--- src/rtl/apb_reg_slave.sv ---
// APB register slave: 16 x 8-bit register bank, IDLE/WAIT/ACCESS handshake.
// Define APB_SLAVE_WAIT_EN to alias mem[0x0F][2:0] as the programmable wait-state count.
module apb_reg_slave #(
  parameter logic [1:0] SLAVE_ID  = 2'd1,
  parameter logic [7:0] RESET_VAL = 8'h00
) (
  input  logic       clk,
  input  logic       reset,
  input  logic [1:0] sel,
  input  logic       enable,
  input  logic       write,
  input  logic [7:0] addr,
  input  logic [7:0] wdata,
  output logic [7:0] rdata,
  output logic       ready
);

`ifdef APB_SLAVE_WAIT_EN
  typedef enum logic [1:0] {IDLE = 2'd0, WAIT = 2'd1, ACCESS = 2'd2} state_t;
`else
  typedef enum logic [1:0] {IDLE = 2'd0, ACCESS = 2'd2} state_t;
`endif

  state_t      state;
  logic [7:0]  mem [16];
  logic [7:0]  addr_q;
  logic [7:0]  wdata_q;
  logic        write_q;
  logic        selected;
  logic [7:0]  rd_setup;
  logic [7:0]  rd_held;

`ifdef APB_SLAVE_WAIT_EN
  logic [2:0]  wait_cfg;
  logic [2:0]  cnt;

  assign wait_cfg = mem[15][2:0];
`endif

  function automatic logic in_range(input logic [7:0] a);
    return (a[7:4] == 4'h0);
  endfunction

  assign selected = (sel == SLAVE_ID);

  // Read word for an access entered straight from setup, and for one entered after waiting.
  assign rd_setup = (!write   && in_range(addr))   ? mem[addr[3:0]]   : 8'h00;
  assign rd_held  = (!write_q && in_range(addr_q)) ? mem[addr_q[3:0]] : 8'h00;

  // ready and rdata are registered: they are loaded on the edge that enters ACCESS
  // and cleared on every other edge, so ready is high exactly while in ACCESS.
  always_ff @(posedge clk) begin
    if (!reset) begin
      state <= IDLE;
      ready <= 1'b0;
      rdata <= 8'h00;
      for (int i = 0; i < 16; i++) begin
        mem[i] <= RESET_VAL;
      end
`ifdef APB_SLAVE_WAIT_EN
      // The wait count must come out of reset as zero, whatever RESET_VAL holds.
      mem[15][2:0] <= 3'd0;
      cnt          <= 3'd0;
`endif
    end else begin
      ready <= 1'b0;
      rdata <= 8'h00;
      case (state)
        IDLE: begin
          if (selected && !enable) begin
            addr_q  <= addr;
            write_q <= write;
            wdata_q <= wdata;
`ifdef APB_SLAVE_WAIT_EN
            if (wait_cfg != 3'd0) begin
              state <= WAIT;
              cnt   <= wait_cfg;
            end else begin
              state <= ACCESS;
              ready <= 1'b1;
              rdata <= rd_setup;
            end
`else
            state <= ACCESS;
            ready <= 1'b1;
            rdata <= rd_setup;
`endif
          end
        end
`ifdef APB_SLAVE_WAIT_EN
        WAIT: begin
          if (!selected || !enable) begin
            state <= IDLE;
          end else if (cnt == 3'd1) begin
            state <= ACCESS;
            ready <= 1'b1;
            rdata <= rd_held;
          end else begin
            cnt <= cnt - 3'd1;
          end
        end
`endif
        ACCESS: begin
          state <= IDLE;
          if (selected && enable && write_q && in_range(addr_q)) begin
            mem[addr_q[3:0]] <= wdata_q;
          end
        end
        default: state <= IDLE;
      endcase
    end
  end

endmodule

--- config.mk ---
export PLATFORM = sky130hd
export DESIGN_NAME = apb_reg_slave
export DESIGN_NICKNAME = d
export VERILOG_FILES = /design/src/rtl/apb_reg_slave.sv
export SDC_FILE = /design/constraint.sdc
export NUM_CORES = 1
export LEC_CHECK = 0
export ABC_AREA = 1
export CAP_MARGIN = 40
export CORE_UTILIZATION = 57
export CTS_BUF_LIST = sky130_fd_sc_hd__clkbuf_2 sky130_fd_sc_hd__clkbuf_4 sky130_fd_sc_hd__clkbuf_8
export CTS_CLUSTER_DIAMETER = 80
export DETAILED_ROUTE_END_ITERATION = 8
export MAX_ROUTING_LAYER = met4
export PLACE_DENSITY = 0.79
export SKIP_CTS_REPAIR_TIMING = 1
export SYNTH_ARGS = -nofsm -noshare
export SYNTH_HDL_FRONTEND = slang
export SYNTH_SLANG_ARGS = --single-unit
--- constraint.sdc ---
create_clock -name clk -period 2.3 [get_ports clk]
set_input_delay 0.46 -clock clk [delete_from_list [all_inputs] [get_ports clk]]
set_output_delay 0.46 -clock clk [all_outputs]
set_load 0.02 [all_outputs]
## Word-level counts from Yosys, hierarchy flattened

Memories as Yosys holds them, arrays and structs flattened. A register that Yosys moved wholly into a read port is not among the register bits.
Cells that the tools add are included.

- RAM bits: 128
- Logic and storage cells: 31
- Memories kept: 1
- Bits in latches: 0
- Bits in registers: 19
- Bits in read-only memories: 0

- Equality and inequality tests: 1
- Bitwise operators: 0
- Divide/modulo/power cells: 0
- Reduce and logical (&&, ||, !) cells: 15
- Multiplexer cells: 9
- Multiply operators: 0
- Magnitude comparators: 0
- Shift operators: 0
- Add/subtract/negate cells: 0

Memory list:

| name | words | bits a word | rd ports | clocked after Yosys merged registers in | wr ports | line | text |
|---|---|---|---|---|---|---|---|
| mem | 16 | 8 | 1 | 1 | 16 | 25 | `logic [7:0] mem [16];` |

Operators by type and width:

| kind | count |
|---|---|
| 4-bit zero test | 2 |
| 8-bit two-way mux | 1 |
| 8-bit OR reduction | 1 |
| 1-bit two-way mux | 7 |
| 1-bit logical AND | 5 |
| 4-bit two-way mux | 1 |
| 4-bit AND reduction | 1 |
| 1-bit zero test | 3 |
| 3-bit AND reduction | 1 |
| 2-bit by 1-bit == test with 1-bit output (second input constant) | 1 |
| 2-bit zero test | 1 |
| 2-bit AND reduction | 1 |

## Depth between registers and ports, before layout

Gate-level depths: netlist (run 1).

- Depth after elaboration: 10
- Mapped depth: 9

## Worst setup path after synthesis (run 1)

OpenSTA, ideal clock, no wires.

- Kind: input -> register
- Start: input reset
- End: register rdata[0]
- Setup slack: 100 ps
- Setup time: 64 ps
- Arrival time: 2,136 ps
- Cell stages on the path: 7
- Path buffers: 2
- Cell sequence: buf_4 nand2_1 nor2b_1 and3_1 clkbuf_1 nand2_1 nor2_1

- Word-level cells in the longest chain between the ends: 2

Ends and longest elaborated chain:

| item | line | text |
|---|---|---|
| start: declaration | 8 | `input logic reset,` |
| 4-bit AND reduction (no line) | -- |  |
| 1-bit zero test (no line) | -- |  |
| end signal: assignment | 86 | `rdata <= rd_setup;` |
| end: declaration | 14 | `output logic [7:0] rdata,` |

No other way between the ends.
A chain may end at the register's enable or synchronous reset.

## Final worst setup path (run 1)

- Start: register rdata[3]
- End: output rdata[3]

No word-level cell between the ends.

==> parameters.txt, run 1 <==
Parameter                              Value

Routing
  Total vias in the final route ... 5503
  Post-route antenna net violation count ... 0
  DRC violations left ... 0
  Initial DRC Count ... 627
  Via count normalized by instance count ... ~5.4
  Final Routed Wirelength ... 17000 um
  First-pass iteration count of the detailed router ... 6
  Routed wire length per instance ... 16.8 um

Placed design
  Gp weighted congestion ... between 0.8 and 0.9
  Count of placed standard cells including taps ... between 900 and 1000
  Minimum setup slack after placement ... -0.0292 ns
  DPL Wire Length ... 11100 um
  IO buf count ... 30

Timing
  Period minus WS final ... 1.87 ns
  Setup repair after global routing missed its margin ... false
  Ratio of final minimum period to clock period ... between 80% and 90%
  Final number of setup-violating endpoints ... 0
  Worst Skew ... 0.0125 ns
  Slew HR ... 35.5%
  Transition at the pin with the smallest max-transition slack ... between 0.9 and 1 ns
  Final-report hold violation count ... 0
  Setup ws final ... 0.434 ns
  Final count of pins violating max slew ... 0
  Max frequency ... 536 MHz

CTS
  Clock slew at reported path FFs ... 0.08 ns
  CTS root buf ... clkbuf_8
  Source-to-sink clock delay at the later pin of the worst-skew pair ... 0.45 ns
  H-Tree Level Count ... 4
  CTS max path bufs ... 2
  Number of sinks handled by clock tree synthesis ... ~160
  Total clock buffers created by CTS ... 17
  CTS tree ... yes

Floorplanning
  Full die area ... 0.0134 mm2
  Die width ... around 120 um
  Floorplan die height ... 116 um
  Io pins ... 31
  Initial core utilization ... between 50 and 60%
  Row cnt ... 41
  Core Area ... 0.0126 mm2

Critical path
  CP delay by family, top ... buffers and inverters
  Slowest CP cell ... clkdlybuf4s50_1
  Crit-path max cell delay ... 0.61 ns
  Flop2flop setup slack ... 0.48 ns
  Count of buffer and inverter cells on the critical path ... 1
  Startpoint types ... register
  Critical Path Fanout Max ... 1
  List of cells traversed by the critical path ... clkdlybuf4s50_1
  Register-to-Register Path Depth ... 6
  Data required time at the worst endpoint ... between 1.5 and 2 ns
  Cell count along the critical path ... 1
  Worst EP arrival ... 1.41 ns
  Critical path class ... reg -> out
  Source of the worst register-to-register timing path ... addr_q[5]$_DFFE_PP_
  CP Capture Point ... rdata[3]
  Startpoint of the worst setup timing path ... rdata[3]$_SDFF_PN0_
  Endpoint kind of the worst setup timing path ... output pin
  Endpoint of the most critical register-to-register path ... mem[15][0]$_SDFFCE_PN0P_

Power and ir drop
  Clk network pwr share ... 37.6%
  Reported net switching power ... 1.29 mW
  Fraction of power consumed by sequential logic ... 55.2%
  Peak supply drop ... 0.335 mV
  Areal power density over the cells ... 687 mW/mm2
  Combinational share of power ... 7.2%
  P_int ... 4.49 mW
  Pleak ... 3.74 nW
  Switching part of the total ... 22.3%

Logic synthesis
  Post-synth cell types ... 22
  Avg Cell Area, Syn ... 9.39 um2
  Post-synthesis sequential area ratio ... 61.9%
  Mapped Cells ... a little under 800
  Synthesized Nets ... 806
  Cell area after synthesis ... 0.00736 mm2
  Yosys synthesis warning count ... 0
  Number of storage elements in the synthesis netlist ... 155

GRT
  Via count of the first global-routing pass ... 5180
  Final global-route overflow total ... 0
  Antenna violations before repair ... 0
  First-pass GRT wire length ... about 26000 um
  Global-route layer with the greatest usage ... met2
  Largest net degree at the start of global routing ... 66
  Grt met1 use ... approximately 36%
  GR Util All Layers ... 28.4%
  Met3 track demand over resource in global routing ... 5.65%
  Met2 Use GR ... 45.1%

Worst hold path
  Tightest Hold Check Type ... in -> reg

Finish
  Area added between synthesis and finish ... 14.3%
  Count of nets after finishing ... 851
  Share of the core filled with cells in the final layout ... 66.7%
  Ant. Diodes ... 0
  Share of cells above drive strength 1 ... between 10% and 20%
  Number of standard cells in the layout, taps in and fillers out ... 1013

Flow run
  Max cap viols ... 0

Status
  Run status ... complete, no violations
cell usage after synthesis, drive strengths merged:
library cell	count	area, um2
inv	131	492
nor2	146	597
nor2b	3	18.8
nor3	1	5.00
nand4	17	300
nand2	203	764
and3	1	6.26
edfxtp	145	4350
dfxtp	10	200
buf	14	86.3
clkbuf	25	93.8
nand3	80	400
a21oi	8	40.0
registers in the layout, indices dropped and copies added, names as in the netlist:
signal   count
mem        128
state        1
addr_q       8
wdata_q      8
ready        1
rdata        8
write_q      1
kinds of logic (layout without fill, tap and decap cells):
logic type / Yosys count / in the layout / share of synthesized area [%]
compound gates: 8 / 8 / 0.544
flops: 155 / 155 / 61.9
buf+inv: 170 / 227 / 9.13
simple gates: 451 / 451 / 28.4
area by class of cell:
cell class | instances | area (um2)
sequential | 155 | 4550
fill | 943 | 4210
multi-input combinational | 459 | 2130
timing repair buffer | 65 | 596
inverter | 131 | 492
clock buffer | 19 | 249
tap | 172 | 215
clock inverter | 12 | 174
per-stage QoR:
stage                     hold WS (ns)  instance area [um2]  setup TNS, ns  power, mW
after floorplan                  0.530                 7360              0       3.51
after global placement           0.564                 7990              0       3.64
after detailed placement         0.598                 7990         -0.724       3.66
after CTS                        0.523                 8410              0       5.77
after global routing             0.531                 8410              0       5.94
final                            0.538                 8410              0       5.78
metal layers:
metal  vias to the layer above  routed length (um)
li1                       2566                   -
met1                      2561                6490
met2                       321                8230
met3                        55                1800
met4                         0                 523
met5                         -                   0
how the worst min path moves through the flow:
| stage | start | endpoint | depth (start not counted) | slack, ns |
|---|---|---|---|---|
| finish | addr[0] | addr_q[0]$_DFFE_PP_ | 2 | 0.54 |
| floorplan | state[1]$_SDFFE_PN0N_ | ready$_SDFF_PN0_ | 3 | 0.53 |
| detailed placement | state[1]$_SDFFE_PN0N_ | ready$_SDFF_PN0_ | 3 | 0.60 |
| CTS | addr[0] | addr_q[0]$_DFFE_PP_ | 2 | 0.52 |
| global route | addr[0] | addr_q[0]$_DFFE_PP_ | 2 | 0.53 |
| global placement | state[1]$_SDFFE_PN0N_ | state[1]$_SDFFE_PN0N_ | 3 | 0.56 |
placed cells by master (no fill, tap or decap):
cell type        count
a21oi_1              8
and3_1               1
buf_12               3
buf_2                1
buf_4               32
bufinv_16            4
clkbuf_4             2
clkbuf_8            17
clkdlybuf4s50_1     29
clkinv_2             3
clkinv_4             1
clkinvlp_4           4
dfxtp_1             10
edfxtp_1           145
inv_1              127
inv_2                4
nand2_1            202
nand2_2              1
nand3_1             80
nand4_2              7
nand4_4             10
nor2_1             134
nor2_2              10
nor2_4               1
nor2_8               1
nor2b_1              3
nor3_1               1
power by group through the flow:
stage	Clock [mW]	Sequential (mW)	Combinational [mW]
after CTS	2.17	3.19	0.409
after global routing	2.29	3.20	0.455
after global placement	0	3.25	0.392
after floorplan	0	3.24	0.262
final	2.17	3.19	0.416
after detailed placement	0	3.25	0.405
Power figures use the tool's default switching activity.
==> run 2, diff against run 1 <==
CORE_UTILIZATION = 60   (was 57)
clock period = 1.82 ns   (was 2.3 ns; I/O delays follow)
==> parameters.txt, run 2 (synthesis results as in run 1) <==
Parameter                              Value

Status
  Run status ... complete, no violations

Critical path
  Critical path class ... reg -> reg
  Cell count along the critical path ... 6
  Worst EP arrival ... 1.91 ns
  Startpoint types ... register
  Crit-path max cell delay ... 0.37 ns
  Count of buffer and inverter cells on the critical path ... 1
  Critical Path Fanout Max ... 9
  Data required time at the worst endpoint ... 1.94 ns
  List of cells traversed by the critical path ... nor2_1 -> nand4_2 -> nor2_8 -> buf_12 -> nand4_4 -> nand2_1
  Slowest CP cell ... edfxtp_1
  Flop2flop setup slack ... 0.04 ns
  Endpoint kind of the worst setup timing path ... register
  Source of the worst register-to-register timing path ... addr_q[5]$_DFFE_PP_
  Endpoint of the most critical register-to-register path ... mem[6][4]$_SDFFCE_PN0P_
  Register-to-Register Path Depth ... 6
  CP delay by family, top ... simple AND/OR/NAND/NOR gates

Timing
  Setup ws final ... 0.0350 ns
  Transition at the pin with the smallest max-transition slack ... 0.423 ns
  Final count of pins violating max slew ... 0
  Ratio of final minimum period to clock period ... 98.1%
  Final-report hold violation count ... 0
  Final number of setup-violating endpoints ... 0
  Max frequency ... 560 MHz
  Setup repair after global routing missed its margin ... false
  Worst Skew ... around 0.014 ns
  Period minus WS final ... 1.78 ns
  Slew HR ... 71.7%

Floorplanning
  Floorplan die height ... 113 um
  Io pins ... 31
  Full die area ... 0.0127 mm2
  Row cnt ... 40
  Initial core utilization ... 61.5%
  Die width ... 113 um
  Core Area ... 0.0120 mm2

Routing
  Total vias in the final route ... 5556
  Final Routed Wirelength ... 16900 um
  Routed wire length per instance ... between 15 and 20 um
  DRC violations left ... 0
  Post-route antenna net violation count ... 0
  First-pass iteration count of the detailed router ... 6
  Initial DRC Count ... 684
  Via count normalized by instance count ... 5.54

CTS
  CTS root buf ... clkbuf_8
  H-Tree Level Count ... 4
  Number of sinks handled by clock tree synthesis ... between 150 and 200
  CTS max path bufs ... 2
  Clock slew at reported path FFs ... ~0.08 ns
  CTS tree ... yes
  Total clock buffers created by CTS ... 17
  Source-to-sink clock delay at the later pin of the worst-skew pair ... about 0.46 ns

Finish
  Number of standard cells in the layout, taps in and fillers out ... 1003
  Most common cell after layout, fill and taps aside ... nand2_1
  Ant. Diodes ... 0
  Flip-flop count of the largest register after layout ... about 130
  Share of cells above drive strength 1 ... 14.3%
  Register name with the most flops ... mem
  Area added between synthesis and finish ... 15.9%
  Commonest cells after routing, fill and taps aside ... nand2_1, edfxtp_1, nor2_1, inv_1, nand3_1
  Count of nets after finishing ... 866

Placed design
  Gp weighted congestion ... 0.903
  Minimum setup slack after placement ... -0.414 ns
  Count of placed standard cells including taps ... a little under 1000
  DPL Wire Length ... 11300 um
  IO buf count ... 30

Power and ir drop
  Clk network pwr share ... 34.6%
  Areal power density over the cells ... 824 mW/mm2
  P_int ... 5.42 mW
  Peak supply drop ... 0.686 mV
  Pleak ... 3.83 nW
  Fraction of power consumed by sequential logic ... 57.4%
  Combinational share of power ... 8.0%
  Reported net switching power ... 1.60 mW
  Switching part of the total ... 22.8%
  Total design power ... 7.02 mW

GRT
  GR Util All Layers ... approximately 30%
  First-pass GRT wire length ... 26300 um
  Largest net degree at the start of global routing ... 33
  Antenna violations before repair ... 0
  Final global-route overflow total ... 0
  Via count of the first global-routing pass ... 5156

Worst hold path
  Hold path startpoint ... addr[0]
  Min-Delay Path Depth ... 2
  Hold worst-path end ... addr_q[0]$_DFFE_PP_
  Tightest Hold Check Type ... in -> reg

Flow run
  Max cap viols ... 0
## run 2: cell count changes in the layout (fill, tap and decap cells not counted), moves of 3 or more
cell and delta:
buf_4 +9, nand2_1 -8, nand2_2 +8, buf_12 +6, clkinv_1 +3, clkinvlp_4 -3
## run 2: how the worst max path moves through the flow
stage	from	end	slack, ns
floorplan	reset	mem[10][0]$_SDFFCE_PN0P_	0.004
global route	addr_q[5]$_DFFE_PP_	mem[6][6]$_SDFFCE_PN0P_	0.002
finish	addr_q[5]$_DFFE_PP_	mem[6][4]$_SDFFCE_PN0P_	0.04
global placement	sel[0]	mem[1][1]$_SDFFCE_PN0P_	-0.34
CTS	ready$_SDFF_PN0_	ready	0.06
detailed placement	sel[0]	mem[2][6]$_SDFFCE_PN0P_	-0.41
## run 2: cell type report
cell class	count	area, um2
fill	843	3430
clock buffer	20	256
inverter	131	492
tap	147	184
clock inverter	11	104
multi-input combinational	459	2150
sequential	155	4550
timing repair buffer	80	783
## run 2: layer usage
| metal | GRT usage, % | vias to the layer above | part of all wire (%) | wire length, um |
|---|---|---|---|---|
| li1 | - | 2588 | - | - |
| met1 | 37.0 | 2573 | 38 | 6430 |
| met2 | 45.2 | 328 | 48 | 8150 |
| met3 | 5.73 | 67 | 10 | 1700 |
| met4 | 14.9 | 0 | 3.7 | 621 |
| met5 | - | - | 0 | 0 |
## run 2: stage by stage
step                      TNS (ns)  cell area, um2  hold slack [ns]  utilization, %
after floorplan                  0            7360            0.463               -
after global placement      -57.08            8150            0.640            68.1
after detailed placement    -74.29            8150            0.656            68.1
after CTS                        0            8510            0.331            71.1
after global routing             0            8530            0.360            71.3
final                            0            8530            0.371            71.3
## run 2: power by group through the flow
stage	sequential, mW	clock (mW)	combinational [mW]
5_1_grt	4.04	2.56	0.614
2_1_floorplan	4.10	0	0.332
3_5_place_dp	4.11	0	0.546
4_1_cts	4.03	2.44	0.549
3_3_place_gp	4.11	0	0.528
6_report	4.03	2.43	0.563
==> run 3, diff against run 2 <==
PLACE_DENSITY = 0.78   (was 0.79)
==> parameters.txt, run 3 (synthesis results as in run 1) <==
Parameter                              Value

Status
  Run status ... complete, no violations

Floorplanning
  Core Area ... approximately 0.012 mm2
  Initial core utilization ... between 60% and 70%
  Die width ... 113 um
  Floorplan die height ... around 110 um
  Io pins ... 31
  Full die area ... roughly 0.013 mm2
  Row cnt ... 40

Timing
  Period minus WS final ... around 1.8 ns
  Setup repair after global routing missed its margin ... false
  Sum Neg Setup Slack ... 0 ns
  Final number of setup-violating endpoints ... 0
  Worst Skew ... 0.00995 ns
  Final-report hold violation count ... 0
  Ratio of final minimum period to clock period ... 98.1%
  Final count of pins violating max slew ... 0
  Slew HR ... 71.3%
  Transition at the pin with the smallest max-transition slack ... 0.430 ns
  Max frequency ... 560 MHz

Power and ir drop
  Areal power density over the cells ... 854 mW/mm2
  Pleak ... between 3 and 4 nW
  Peak supply drop ... 0.517 mV

CTS
  Source-to-sink clock delay at the later pin of the worst-skew pair ... roughly 0.46 ns
  CTS tree ... yes
  Total clock buffers created by CTS ... 17
  H-Tree Level Count ... 4
  CTS root buf ... clkbuf_8
  Number of sinks handled by clock tree synthesis ... between 150 and 200
  Clock slew at reported path FFs ... 0.08 ns
  CTS max path bufs ... 2

Critical path
  Startpoint of the worst setup timing path ... rdata[1]$_SDFF_PN0_
  Data required time at the worst endpoint ... approximately 1.5 ns
  Critical Path Fanout Max ... 1
  Crit-path max cell delay ... ~0.63 ns
  Startpoint types ... register
  Endpoint kind of the worst setup timing path ... output pin
  CP delay by family, top ... buffers and inverters
  Worst EP arrival ... approximately 1.4 ns
  List of cells traversed by the critical path ... clkdlybuf4s50_1
  Source of the worst register-to-register timing path ... addr_q[5]$_DFFE_PP_
  Critical path class ... reg -> out
  Slowest CP cell ... clkdlybuf4s50_1
  Count of buffer and inverter cells on the critical path ... 1

Routing
  Post-route antenna net violation count ... 0
  DRC violations left ... 0
  Initial DRC Count ... between 600 and 700
  First-pass iteration count of the detailed router ... 5
  Routed wire length per instance ... between 15 and 20 um
  Final Routed Wirelength ... 17100 um
  Via count normalized by instance count ... 5.48
  Total vias in the final route ... 5521

Flow run
  Max cap viols ... 0

Finish
  Share of the core filled with cells in the final layout ... 72.2%
  Most common cell after layout, fill and taps aside ... nand2_1
  Register name with the most flops ... mem
  Flip-flop count of the largest register after layout ... about 130
  Final Cell Area ... 0.00863 mm2
  Count of nets after finishing ... 869
  Area added between synthesis and finish ... 17.3%
  Share of cells above drive strength 1 ... 15.3%
  Commonest cells after routing, fill and taps aside ... nand2_1, edfxtp_1, nor2_1, inv_1, nand3_1
  Ant. Diodes ... 0

GRT
  First-pass GRT wire length ... 26600 um
  GR Util All Layers ... slightly below 30%
  Via count of the first global-routing pass ... 5188
  Final global-route overflow total ... 0
  Antenna violations before repair ... 0
  Largest net degree at the start of global routing ... between 40 and 50

Placed design
  Placed instance area ... 0.00817 mm2
  DPL Wire Length ... 11500 um
  IO buf count ... 30
  Gp weighted congestion ... 0.904

Worst hold path
  Tightest Hold Check Type ... in -> reg
  Hold path startpoint ... wdata[0]
-- run 3: cell types whose count changed in the layout (fill, tap and decap cells not counted), sizes merged --
| cell | delta |
|---|---|
| bufinv | +2 |
| clkinv | -3 |
| buf | +3 |
| clkinvlp | +2 |
-- run 3: path summary, 6_finish.rpt --
| check | depth (start not counted) | to | slack (ns) |
|---|---|---|---|
| min | 1 | wdata_q[0]$_DFFE_PP_ | 0.46 |
| max reg2reg | 7 | mem[10][1]$_SDFFCE_PN0P_ | 0.17 |
| max | 1 | rdata[1] | 0.04 |
| min reg2reg | 4 | ready$_SDFF_PN0_ | 0.71 |
-- run 3: per-stage QoR --
step	worst slack, ns	cells	hold slack, ns	total power [mW]
2_1_floorplan	0.00352	784	0.463	4.43
3_3_place_gp	-0.334	975	0.637	4.65
3_5_place_dp	-0.420	975	0.690	4.66
4_1_cts	0.0179	1007	0.437	7.39
5_1_grt	0.00583	1007	0.451	7.59
6_report	0.0351	1007	0.455	7.37
-- run 3: per-layer routing --
| metal | GRT usage [%] | routed length, um | up-vias |
|---|---|---|---|
| li1 | - | - | 2598 |
| met1 | 37.6 | 6460 | 2553 |
| met2 | 46.5 | 8230 | 318 |
| met3 | 6.11 | 1820 | 52 |
| met4 | 14.1 | 550 | 0 |
| met5 | - | 0 | - |
-- run 3: where the power goes --
part	switching (mW)	leakage (nW)	total (mW)	internal (mW)
combinational	0.362	2.12	0.564	0.203
sequential	0.0373	1.53	4.03	4.00
clock	1.22	0.215	2.77	1.55
total	1.62	3.87	7.37	5.75
-- run 3: cell type report --
class / count / area, um2
fill: 852 / 3330
sequential: 155 / 4550
tap: 147 / 184
clock inverter: 12 / 171
clock buffer: 20 / 263
timing repair buffer: 83 / 806
multi-input combinational: 459 / 2160
inverter: 131 / 492
